## src/rtl/phy_mdio_init_if.sv

```systemverilog
// phy_mdio_init_if: MDIO pad bundle between the management master and the board pads.
interface phy_mdio_init_if;
    logic mdc;
    logic mdio_o;
    logic mdio_oe;
    logic mdio_i;
    modport master (output mdc, mdio_o, mdio_oe, input mdio_i);
    modport slave (input mdc, mdio_o, mdio_oe, output mdio_i);
endinterface

```

## src/rtl/phy_mdio_init.sv

```systemverilog
// phy_mdio_init: Clause 22 MDIO master that writes BMCR, then polls BMSR for AN complete + link.
// Define MDIO_WR_VERIFY_EN to read BMCR back after each write (up to 3 writes).
module phy_mdio_init #(
    parameter logic [4:0]  PHY_ADDR   = 5'h00,
    parameter logic [7:0]  MDC_DIV    = 8'd25,
    parameter logic [31:0] SETTLE_CYC = 32'd125000,
    parameter logic [31:0] POLL_GAP   = 32'd1250000,
    parameter logic [15:0] CFG_BMCR   = 16'h1340
) (
    input  logic clk,
    input  logic reset,
    input  logic phy_reset_over,
    output logic init_done,
    output logic autoneg_success,
    phy_mdio_init_if.master mdio
);
    typedef enum logic [2:0] {
        IDLE, SETTLE, WR_BMCR, POLL_WAIT, RD_BMSR
`ifdef MDIO_WR_VERIFY_EN
        , VERIFY
`endif
    } state_t;

    localparam logic [63:0] WR_FR  = {32'hFFFF_FFFF, 4'b0101, PHY_ADDR, 5'd0, 2'b10, CFG_BMCR};
    localparam logic [63:0] RD1_FR = {32'hFFFF_FFFF, 4'b0110, PHY_ADDR, 5'd1, 18'h3FFFF};
    localparam logic [31:0] DIV_M1 = {24'd0, MDC_DIV} - 32'd1;
`ifdef MDIO_WR_VERIFY_EN
    localparam logic [63:0] RD0_FR = {32'hFFFF_FFFF, 4'b0110, PHY_ADDR, 5'd0, 18'h3FFFF};
    localparam int SH_W = 16;
`else
    localparam int SH_W = 6;
`endif

    state_t state_q, state_d, start_st;
    logic [31:0] cnt_q, cnt_d;
    logic [6:0] per_q, per_d;
    logic [SH_W-1:0] sh_q, sh_d;
    logic mdc_q, mdc_d, o_q, o_d, oe_q, oe_d, done_q, done_d, an_q, an_d;
    logic in_frame, tick, step, last, start, to_poll;
    logic [63:0] fr;
`ifdef MDIO_WR_VERIFY_EN
    logic [1:0] wr_q, wr_d;
    logic ok;
    assign in_frame = state_q inside {WR_BMCR, RD_BMSR, VERIFY};
    assign fr = state_q == WR_BMCR ? WR_FR : state_q == RD_BMSR ? RD1_FR : RD0_FR;
    // Bit 9 (restart AN) self-clears in the PHY, so it never reads back as written.
    assign ok = ((sh_q & 16'hFDFF) == (CFG_BMCR & 16'hFDFF)) || wr_q == 2'd3;
`else
    assign in_frame = state_q inside {WR_BMCR, RD_BMSR};
    assign fr = state_q == WR_BMCR ? WR_FR : RD1_FR;
`endif
    assign tick = cnt_q == DIV_M1;
    // First clk after an MDC fall: time to present the next bit, or to close the frame.
    assign step = !mdc_q && cnt_q == 32'd0;
    assign last = per_q == 7'd64;

    always_comb begin
        state_d  = state_q;
        cnt_d    = cnt_q;
        per_d    = per_q;
        mdc_d    = mdc_q;
        o_d      = o_q;
        oe_d     = oe_q;
        sh_d     = sh_q;
        done_d   = done_q;
        an_d     = an_q;
        start    = 1'b0;
        to_poll  = 1'b0;
        start_st = WR_BMCR;
`ifdef MDIO_WR_VERIFY_EN
        wr_d     = wr_q;
`endif
        if (in_frame) begin
            cnt_d = tick ? 32'd0 : cnt_q + 32'd1;
            mdc_d = tick ? !mdc_q : mdc_q;
            per_d = (tick && mdc_q) ? per_q + 7'd1 : per_q;
            sh_d  = (tick && !mdc_q) ? {sh_q[SH_W-2:0], mdio.mdio_i} : sh_q;
            o_d   = (step && !last) ? fr[6'd63 - per_q[5:0]] : o_q;
            oe_d  = (step && !last) ? (state_q == WR_BMCR || per_q < 7'd46) : oe_q;
        end
        case (state_q)
            IDLE:      state_d = phy_reset_over ? SETTLE : IDLE;
            SETTLE:    begin
                start = cnt_q == SETTLE_CYC - 32'd1;
                cnt_d = cnt_q + 32'd1;
            end
            POLL_WAIT: begin
                start    = cnt_q == POLL_GAP - 32'd1;
                start_st = RD_BMSR;
                cnt_d    = cnt_q + 32'd1;
            end
`ifdef MDIO_WR_VERIFY_EN
            WR_BMCR:   if (step && last) begin
                start    = 1'b1;
                start_st = VERIFY;
                wr_d     = wr_q + 2'd1;
            end
            VERIFY:    if (step && last) begin
                done_d  = done_q | ok;
                to_poll = ok;
                start   = !ok;
            end
`else
            WR_BMCR:   if (step && last) begin
                done_d  = 1'b1;
                to_poll = 1'b1;
            end
`endif
            RD_BMSR:   if (step && last) begin
                an_d    = sh_q[5] & sh_q[2];
                to_poll = 1'b1;
            end
            default:   state_d = IDLE;
        endcase
        if (to_poll) begin
            state_d = POLL_WAIT;
            cnt_d   = '0;
            per_d   = '0;
            oe_d    = 1'b0;
            o_d     = 1'b1;
        end
        // Frame start behaves like the clk after a virtual MDC fall, so the low half is already 1 clk old.
        if (start) begin
            state_d = start_st;
            cnt_d   = 32'd1;
            per_d   = '0;
            mdc_d   = 1'b0;
            oe_d    = 1'b1;
            o_d     = 1'b1;
        end
        if (!phy_reset_over) begin
            state_d = IDLE;
            cnt_d   = '0;
            per_d   = '0;
            sh_d    = '0;
            mdc_d   = 1'b0;
            o_d     = 1'b1;
            oe_d    = 1'b0;
            done_d  = 1'b0;
            an_d    = 1'b0;
`ifdef MDIO_WR_VERIFY_EN
            wr_d    = '0;
`endif
        end
    end

    always_ff @(posedge clk or negedge reset) begin
        if (!reset) begin
            state_q <= IDLE;
            cnt_q   <= '0;
            per_q   <= '0;
            sh_q    <= '0;
            mdc_q   <= 1'b0;
            o_q     <= 1'b1;
            oe_q    <= 1'b0;
            done_q  <= 1'b0;
            an_q    <= 1'b0;
`ifdef MDIO_WR_VERIFY_EN
            wr_q    <= '0;
`endif
        end else begin
            state_q <= state_d;
            cnt_q   <= cnt_d;
            per_q   <= per_d;
            sh_q    <= sh_d;
            mdc_q   <= mdc_d;
            o_q     <= o_d;
            oe_q    <= oe_d;
            done_q  <= done_d;
            an_q    <= an_d;
`ifdef MDIO_WR_VERIFY_EN
            wr_q    <= wr_d;
`endif
        end
    end

    assign init_done       = done_q;
    assign autoneg_success = an_q;
    assign mdio.mdc        = mdc_q;
    assign mdio.mdio_o     = o_q;
    assign mdio.mdio_oe    = oe_q;
endmodule

```

## src/flat_wrapper.sv

```systemverilog
// flat-port wrapper written by rule: the top's interface ports become plain ports
module phy_mdio_init_flat 
#(
    parameter logic [4:0]  PHY_ADDR   = 5'h00,
    parameter logic [7:0]  MDC_DIV    = 8'd25,
    parameter logic [31:0] SETTLE_CYC = 32'd125000,
    parameter logic [31:0] POLL_GAP   = 32'd1250000,
    parameter logic [15:0] CFG_BMCR   = 16'h1340
)
  (clk, reset, phy_reset_over, init_done, autoneg_success, mdio_mdc, mdio_mdio_o, mdio_mdio_oe, mdio_mdio_i);
  phy_mdio_init_if mdio_i ();
  input  logic clk;
  input  logic reset;
  input  logic phy_reset_over;
  output logic init_done;
  output logic autoneg_success;
  output wire logic [$bits(mdio_i.mdc)-1:0] mdio_mdc;
  output wire logic [$bits(mdio_i.mdio_o)-1:0] mdio_mdio_o;
  output wire logic [$bits(mdio_i.mdio_oe)-1:0] mdio_mdio_oe;
  input wire logic [$bits(mdio_i.mdio_i)-1:0] mdio_mdio_i;
  assign mdio_mdc = mdio_i.mdc;
  assign mdio_mdio_o = mdio_i.mdio_o;
  assign mdio_mdio_oe = mdio_i.mdio_oe;
  assign mdio_i.mdio_i = mdio_mdio_i;
  phy_mdio_init #(.PHY_ADDR(PHY_ADDR), .MDC_DIV(MDC_DIV), .SETTLE_CYC(SETTLE_CYC), .POLL_GAP(POLL_GAP), .CFG_BMCR(CFG_BMCR)) u_core (.clk(clk), .reset(reset), .phy_reset_over(phy_reset_over), .init_done(init_done), .autoneg_success(autoneg_success), .mdio(mdio_i));
endmodule
```

## config.mk

```make
export PLATFORM = sky130hd
export DESIGN_NAME = phy_mdio_init_flat
export DESIGN_NICKNAME = d
export VERILOG_FILES = /design/src/rtl/phy_mdio_init_if.sv /design/src/rtl/phy_mdio_init.sv /design/src/flat_wrapper.sv
export SDC_FILE = /design/constraint.sdc
export NUM_CORES = 1
export LEC_CHECK = 0
export ABC_AREA = 1
export ABC_CLOCK_PERIOD_IN_PS = 1640
export BUFFER_PORTS_ARGS = -buffer_cell sky130_fd_sc_hd__buf_4
export CAP_MARGIN = 40
export CELL_PAD_IN_SITES_DETAIL_PLACEMENT = 0
export CELL_PAD_IN_SITES_GLOBAL_PLACEMENT = 1
export CORE_ASPECT_RATIO = 2
export CORE_MARGIN = 2
export CORE_UTILIZATION = 41
export DETAILED_ROUTE_END_ITERATION = 8
export PLACE_DENSITY = 0.73
export SYNTH_ARGS = -nofsm -noshare
export SYNTH_HDL_FRONTEND = slang
export SYNTH_SLANG_ARGS = --single-unit
```

## constraint.sdc

```tcl
create_clock -name clk -period 1.64 [get_ports clk]
set_clock_uncertainty 0.05 [all_clocks]
set_input_delay 0.328 -clock clk [delete_from_list [all_inputs] [get_ports clk]]
set_output_delay 0.328 -clock clk [all_outputs]
set_load 0.005 [all_outputs]
```

==> results of run 1 <==
-- metrics by stage --
stage | power, mW | utilization [%] | cells | hold slack [ns]
after floorplan | 1.53 | - | 595 | -0.0176
after global placement | 1.73 | 56.4 | 851 | 0.212
after detailed placement | 1.73 | 56.4 | 851 | 0.218
after CTS | 3.01 | 64.3 | 876 | 0.206
after global routing | 3.15 | 70.1 | 888 | 0.219
final | 3.06 | 70.1 | 888 | 0.203
-- placed cells by master (no fill, tap or decap), types with 3 or more instances in the layout --
cell type | netlist | final
buf_4 | 3 | 162
nand2_1 | 172 | 129
inv_1 | 68 | 51
nor2_1 | 90 | 50
dfrtp_1 | 52 | 47
nand4_1 | 36 | 36
buf_6 | 2 | 32
nand2_2 | 2 | 25
nor2_2 | 5 | 24
nand3_1 | 37 | 24
nor2_4 | 2 | 23
nand2_4 | 0 | 19
inv_2 | 6 | 18
o21ai_1 | 17 | 17
xor2_1 | 15 | 14
nand3_2 | 4 | 12
nor3_4 | 0 | 9
nor3_2 | 1 | 8
o21ai_0 | 13 | 7
nand3_4 | 1 | 6
a21oi_1 | 11 | 6
o21ai_2 | 0 | 6
inv_4 | 0 | 5
a21oi_2 | 1 | 5
clkbuf_16 | 0 | 5
dfrtp_2 | 0 | 5
or2_4 | 0 | 3
nor3_1 | 19 | 3
-- metal layers --
layer  share of wire (%)  up-vias
met4                 9.5        0
met5                   0        -
met1                  32     2294
met3                 2.5       81
met2                  56      134
li1                    -     2307
-- what timing repair did --
item                                    CTS  global route
buffers inserted                         17            15
gates cloned                              2             1
pin swaps                                39            56
hold buffers                              1             0
endpoints found under the setup margin   53            53
hold endpoints to repair                 22             0
resized for setup                       144           116
-- tightest hold or removal path, stage by stage --
cell	delay [ns]
buf_4	0.08
nand3_2	0.06
nand2_1	0.05
-- synth_stat cells (all sizes together) --
library cell	count	area share [%]
and3	1	0.16
dfrtp	52	33
nand3	42	6.2
a21oi	13	2.1
xnor2	1	0.23
inv	74	7.1
dfstp	1	0.68
xor2	15	3.4
o2111ai	1	0.23
nand3b	2	0.39
clkinv	1	0.096
nor4	2	0.32
o21ai	30	3.9
or2	4	0.64
o21a	1	0.19
buf	12	2.0
nor3	20	2.7
ha	5	1.6
nand2	174	17
nand4	36	5.8
a31oi	2	0.32
nor2	98	11
o31ai	3	0.58
clkbuf	5	0.48
-- report_power, final --
| group | total (mW) | internal [mW] | switching, mW |
|---|---|---|---|
| logic | 0.493 | 0.215 | 0.278 |
| clock network | 1.22 | 0.711 | 0.505 |
| registers | 1.35 | 1.33 | 0.0241 |
-- final timing paths --
check / endpoint / slack [ns] / cells past startpoint
max reg2reg: u_core.cnt_q[7]$_DFFE_PN0P_ / -0.25 / 11
max: u_core.cnt_q[7]$_DFFE_PN0P_ / -0.25 / 11
min: u_core.sh_q[0]$_DFFE_PN0P_ / 0.20 / 3
min in group asynchronous: u_core.per_q[0]$_DFFE_PN0P_ / 0.43 / 2
min reg2reg: u_core.mdio.mdio_o$_DFFE_PN1P_ / 0.42 / 2
max in group asynchronous: u_core.mdio.mdio_o$_DFFE_PN1P_ / 0.60 / 3
-- registers in the layout, indices dropped and copies added (netlist names) --
signal / cells
u_core.per_q: 7
u_core.init_done: 1
u_core.mdio.mdc: 1
u_core.autoneg_success: 1
u_core.cnt_q: 32
u_core.mdio.mdio_o: 1
u_core.state_q: 3
u_core.sh_q: 6
u_core.mdio.mdio_oe: 1
-- final cells by class --
cell class	instances	area, µm²	share of cell area (%)
Timing Repair Buffer	199	1650	25.2
Tap cell	104	130	1.99
Clock inverter	2	35.0	0.537
Clock buffer	5	125	1.92
Sequential cell	53	1330	20.4
Multi-Input combinational cell	450	2960	45.3
Inverter	75	302	4.62
-- cells by family (layout without fill, tap and decap cells) --
family                     Yosys count  count (layout)  share of synthesized area (%)
AOI/OAI and AO/OA                   50              50                           7.23
xor gates and xnor gates            16              16                           3.60
adders and majority gates            5               5                           1.61
buffers and inverters               92             281                           9.74
DFF                                 53              53                           34.1
and+or+nand+nor                    379             379                           43.7
==> metrics.txt, run 1 <==
Design Area, Final=6530 µm²; cell count after synthesis=595; clock net sink count=53; worst r2r src=u_core.cnt_q[23]$_DFFE_PN0P_; max incr delay on CP=0.44 ns; first-pass GRT wire length=23200 µm; row count=50; Filler cells=767; vias per std cell=5.42; largest net degree at the start of global routing=26; Initial Util=41.8%; latest clock arrival within the worst-skew pair=0.30 ns; leak pwr=3.34 nW; sequential fraction of the synthesis area=34.1%; layout cells sized above 1=49.2%; Hold Crit Class=in2reg; RSZ-0062 raised after global routing=true; syn_area_per_cell=6.54 µm²; antenna violations before repair=0; Power Density=468 nW/µm²; CTS root buf=clkbuf_16; global-route track usage on met3=2.34%; Critical path origin=u_core.cnt_q[23]$_DFFE_PN0P_; num ports=9; Bufs and invs on worst path=2; Worst path top cell family by delay=simple AND/OR/NAND/NOR gates; WP data required=1.78 ns; ANT nets after route=0; Slew Limit Fails=0; CTS Buf Count=5; final worst-path cycle share=115%; Syn Nets=604; Crit-path slowest cell=dfrtp_1; Worst setup SP type=flop; max_cap viols=0; # setup viols final=49; fmax=0.530 GHz; post-synth cell types=39; CP Max Fanout=12; H-tree depth=2; CTS tree=yes; peak supply drop=0.371 mV; Worst path most repeated cell=nor2_4; met2 GRT Util=57.9%; vias after detailed routing=4816; # port buffers=8; outcome=finished with violations; failing checks=setup timing; Congestion Overflow GR=0; Worst-path clk slew=0.07 ns; Yosys reg bits=53; crit path time final=1.89 ns; min-delay src=mdio_mdio_i; # nets final=793; GRT Total Usage=29.9%; met1 Use GR=25.8%; crit path cell chain=nor2_1 > nand3_1 > nor2_4 > nand2_4 > nor2_4 > nand3_4 > inv_4 > nor2_4 > a21oi_4 > buf_12 > nor2_1; final worst-path setup slack=-0.246 ns; Core Area=9320 µm²; Worst setup EP type=flop; GPL Wtd Cong=0.917; 1st-iter DRT viols=196; dpl hpwl=11600 µm; Setup TNS Final=-7.00 ns; Placed Instance Area=5260 µm²; WS Path Type=reg2reg; area delta synth->final=67.8%; Setup WS pre-CTS=-0.308 ns; critical path arrival=2.03 ns; GR peak layer=met2; vias in the first global route=4837; Max transition margin=73.5%; ANT cells=0; Die ar.=10300 µm²; Final Hold Viols=0; Worst-Margin Slew=0.395 ns; wirelength, routed=15700 µm; Die Width=72.9 µm; mapped cell area=3890 µm²; post-detailed-route wirelength per cell=17.7 µm; Die H=142 µm; DR pass1 iterations=5; CTS max path bufs=2; YS warnings=0; DRC violations left=0
Note: power is estimated with default switching activity, not from simulation.
==> inputs of run 2 (changes only) <==
Settings changed: CORE_UTILIZATION 41 to 42, CTS_BUF_LIST set to sky130_fd_sc_hd__clkbuf_4, PLACE_DENSITY 0.73 to 0.75.
==> metrics.txt, run 2 (same netlist as run 1, synthesis figures left out) <==
outcome=finished with violations (unchanged); failing checks=setup timing (unchanged); biggest regs=u_core.cnt_q (32), u_core.per_q (7), u_core.sh_q (6) (unchanged); leak pwr=3.42 nW (was 3.34 nW); global-route track usage on met3=2.95% (was 2.34%); # port buffers=8 (unchanged); fmax=0.508 GHz (was 0.530 GHz); # setup viols final=51 (was 49); Die ar.=10100 µm² (was 10300 µm²); most common cell after layout, fill and taps aside=buf_4 (unchanged); Congestion Overflow GR=0 (unchanged); Setup WS pre-CTS=-0.407 ns (was -0.308 ns); most flop-heavy register=u_core.cnt_q (unchanged); Finished Layout Cells=895 (was 888); WP data required=1.90 ns (was 1.78 ns); critical path arrival=2.23 ns (was 2.03 ns); WHS Path Cells=3 (unchanged); DR pass1 iterations=5 (unchanged); Die H=140 µm (was 142 µm); vias after detailed routing=4916 (was 4816); max FFs per register=32 (unchanged); vias in the first global route=5070 (was 4837); RSZ-0062 raised after global routing=true (unchanged); row count=49 (was 50); vias per std cell=5.49 (was 5.42); GR peak layer=met2 (unchanged); GPL Wtd Cong=0.972 (was 0.917); Power Density=410 nW/µm² (was 468 nW/µm²); latest clock arrival within the worst-skew pair=0.41 ns (was 0.30 ns); met1 Use GR=29.5% (was 25.8%); Slew Limit Fails=0 (unchanged); met2 GRT Util=59.2% (was 57.9%); 1st-iter DRT viols=199 (was 196); Hold Crit Class=in2reg (unchanged); CTS tree=yes (unchanged); CTS root buf=clkbuf_4 (was clkbuf_16); Max transition margin=70.2% (was 73.5%); Core Area=9010 µm² (was 9320 µm²); dpl hpwl=11300 µm (was 11600 µm); Hold WS=0.106 ns (was 0.203 ns); clock net sink count=53 (unchanged); CTS max path bufs=2 (unchanged); Setup TNS Final=-11.64 ns (was -7.00 ns); CP Max Fanout=12 (unchanged); final worst-path cycle share=120% (was 115%); layout cells sized above 1=50.5% (was 49.2%); Worst setup EP type=flop (unchanged); ANT nets after route=0 (unchanged); Worst setup SP type=flop (unchanged); peak supply drop=0.509 mV (was 0.371 mV); final worst-path setup slack=-0.329 ns (was -0.246 ns); first-pass GRT wire length=24600 µm (was 23200 µm); CTS Buf Count=5 (unchanged); placed cell count=840 (was 851); total power=2.70 mW (was 3.06 mW); H-tree depth=2 (unchanged); crit path time final=1.97 ns (was 1.89 ns); area delta synth->final=68.8% (was 67.8%); Initial Util=43.2% (was 41.8%); Worst-path clk slew=0.16 ns (was 0.07 ns); WS Path Type=reg2reg (unchanged); Die Width=72.1 µm (was 72.9 µm); most frequent cells in the layout=buf_4, nand2_1, inv_1 (unchanged); GRT Total Usage=32.1% (was 29.9%); antenna violations before repair=1 (was 0); Final Hold Viols=0 (unchanged); R2R depth=12 (was 11); DRC violations left=0 (unchanged); # nets final=800 (was 793); Worst-Margin Slew=0.448 ns (was 0.395 ns); wirelength, routed=16300 µm (was 15700 µm); post-detailed-route wirelength per cell=18.3 µm (was 17.7 µm); num ports=9 (unchanged); max_cap viols=0 (unchanged); largest net degree at the start of global routing=29 (was 26)
==> run 2: through the flow <==
step	cell area (µm²)	utilization, %
6_report	6570	72.9
5_1_grt	6570	72.9
4_1_cts	5950	66.0
3_5_place_dp	5190	57.5
3_3_place_gp	5190	57.5
2_1_floorplan	3920	-
==> run 2: final timing paths <==
kind                                           startpoint                        endpoint  slack [ns]
setup / recovery              u_core.cnt_q[1]$_DFFE_PN0P_     u_core.cnt_q[5]$_DFFE_PN0P_       -0.33
hold / removal                                mdio_mdio_i      u_core.sh_q[0]$_DFFE_PN0P_        0.11
setup reg to reg              u_core.cnt_q[1]$_DFFE_PN0P_     u_core.cnt_q[5]$_DFFE_PN0P_       -0.33
hold reg to reg            u_core.mdio.mdio_o$_DFFE_PN1P_  u_core.mdio.mdio_o$_DFFE_PN1P_        0.43
max in group asynchronous                           reset  u_core.mdio.mdio_o$_DFFE_PN1P_        0.65
min in group asynchronous                           reset     u_core.per_q[0]$_DFFE_PN0P_        0.30
==> run 2: worst max-delay path, stage by stage (launching register included) <==
cell and delay (ns):
dfrtp_1 0.46, inv_2 0.11, ha_4 0.14, nand3_1 0.09, nor2_2 0.16, nand2_2 0.09, nor2_4 0.13, nand3_4 0.11
inv_2 0.08, nor2_4 0.07, a21oi_4 0.17, buf_12 0.17, nor2_1 0.06
==> run 2: power breakdown <==
group	switching (mW)	internal (mW)	total, mW	leakage (nW)
logic	0.308	0.238	0.546	2.65
clock network	0.464	0.337	0.801	0.0457
registers	0.0221	1.33	1.35	0.722
==> run 2: repair_timing <==
action                                  4_1_cts  5_1_grt
resized for setup                           145      126
endpoints found under the setup margin       53       53
hold buffers                                  1        0
cloned                                        2        1
buffers inserted                             26       26
pin swaps                                    48       57
hold endpoints to repair                     25        0
==> run 2: area by class of cell <==
class,instances,area (µm²)
multi-input combinational,450,2980
fill,685,2440
timing repair buffer,206,1750
sequential,53,1340
inverter,75,292
tap,102,128
clock buffer,6,45.0
clock inverter,2,35.0
antenna,1,2.50
==> run 2: layer usage <==
layer / vias up / share of wire [%]
met1: 2297 / 32
met5: - / 0
met3: 116 / 3.4
li1: 2310 / -
met2: 193 / 54
met4: 0 / 11
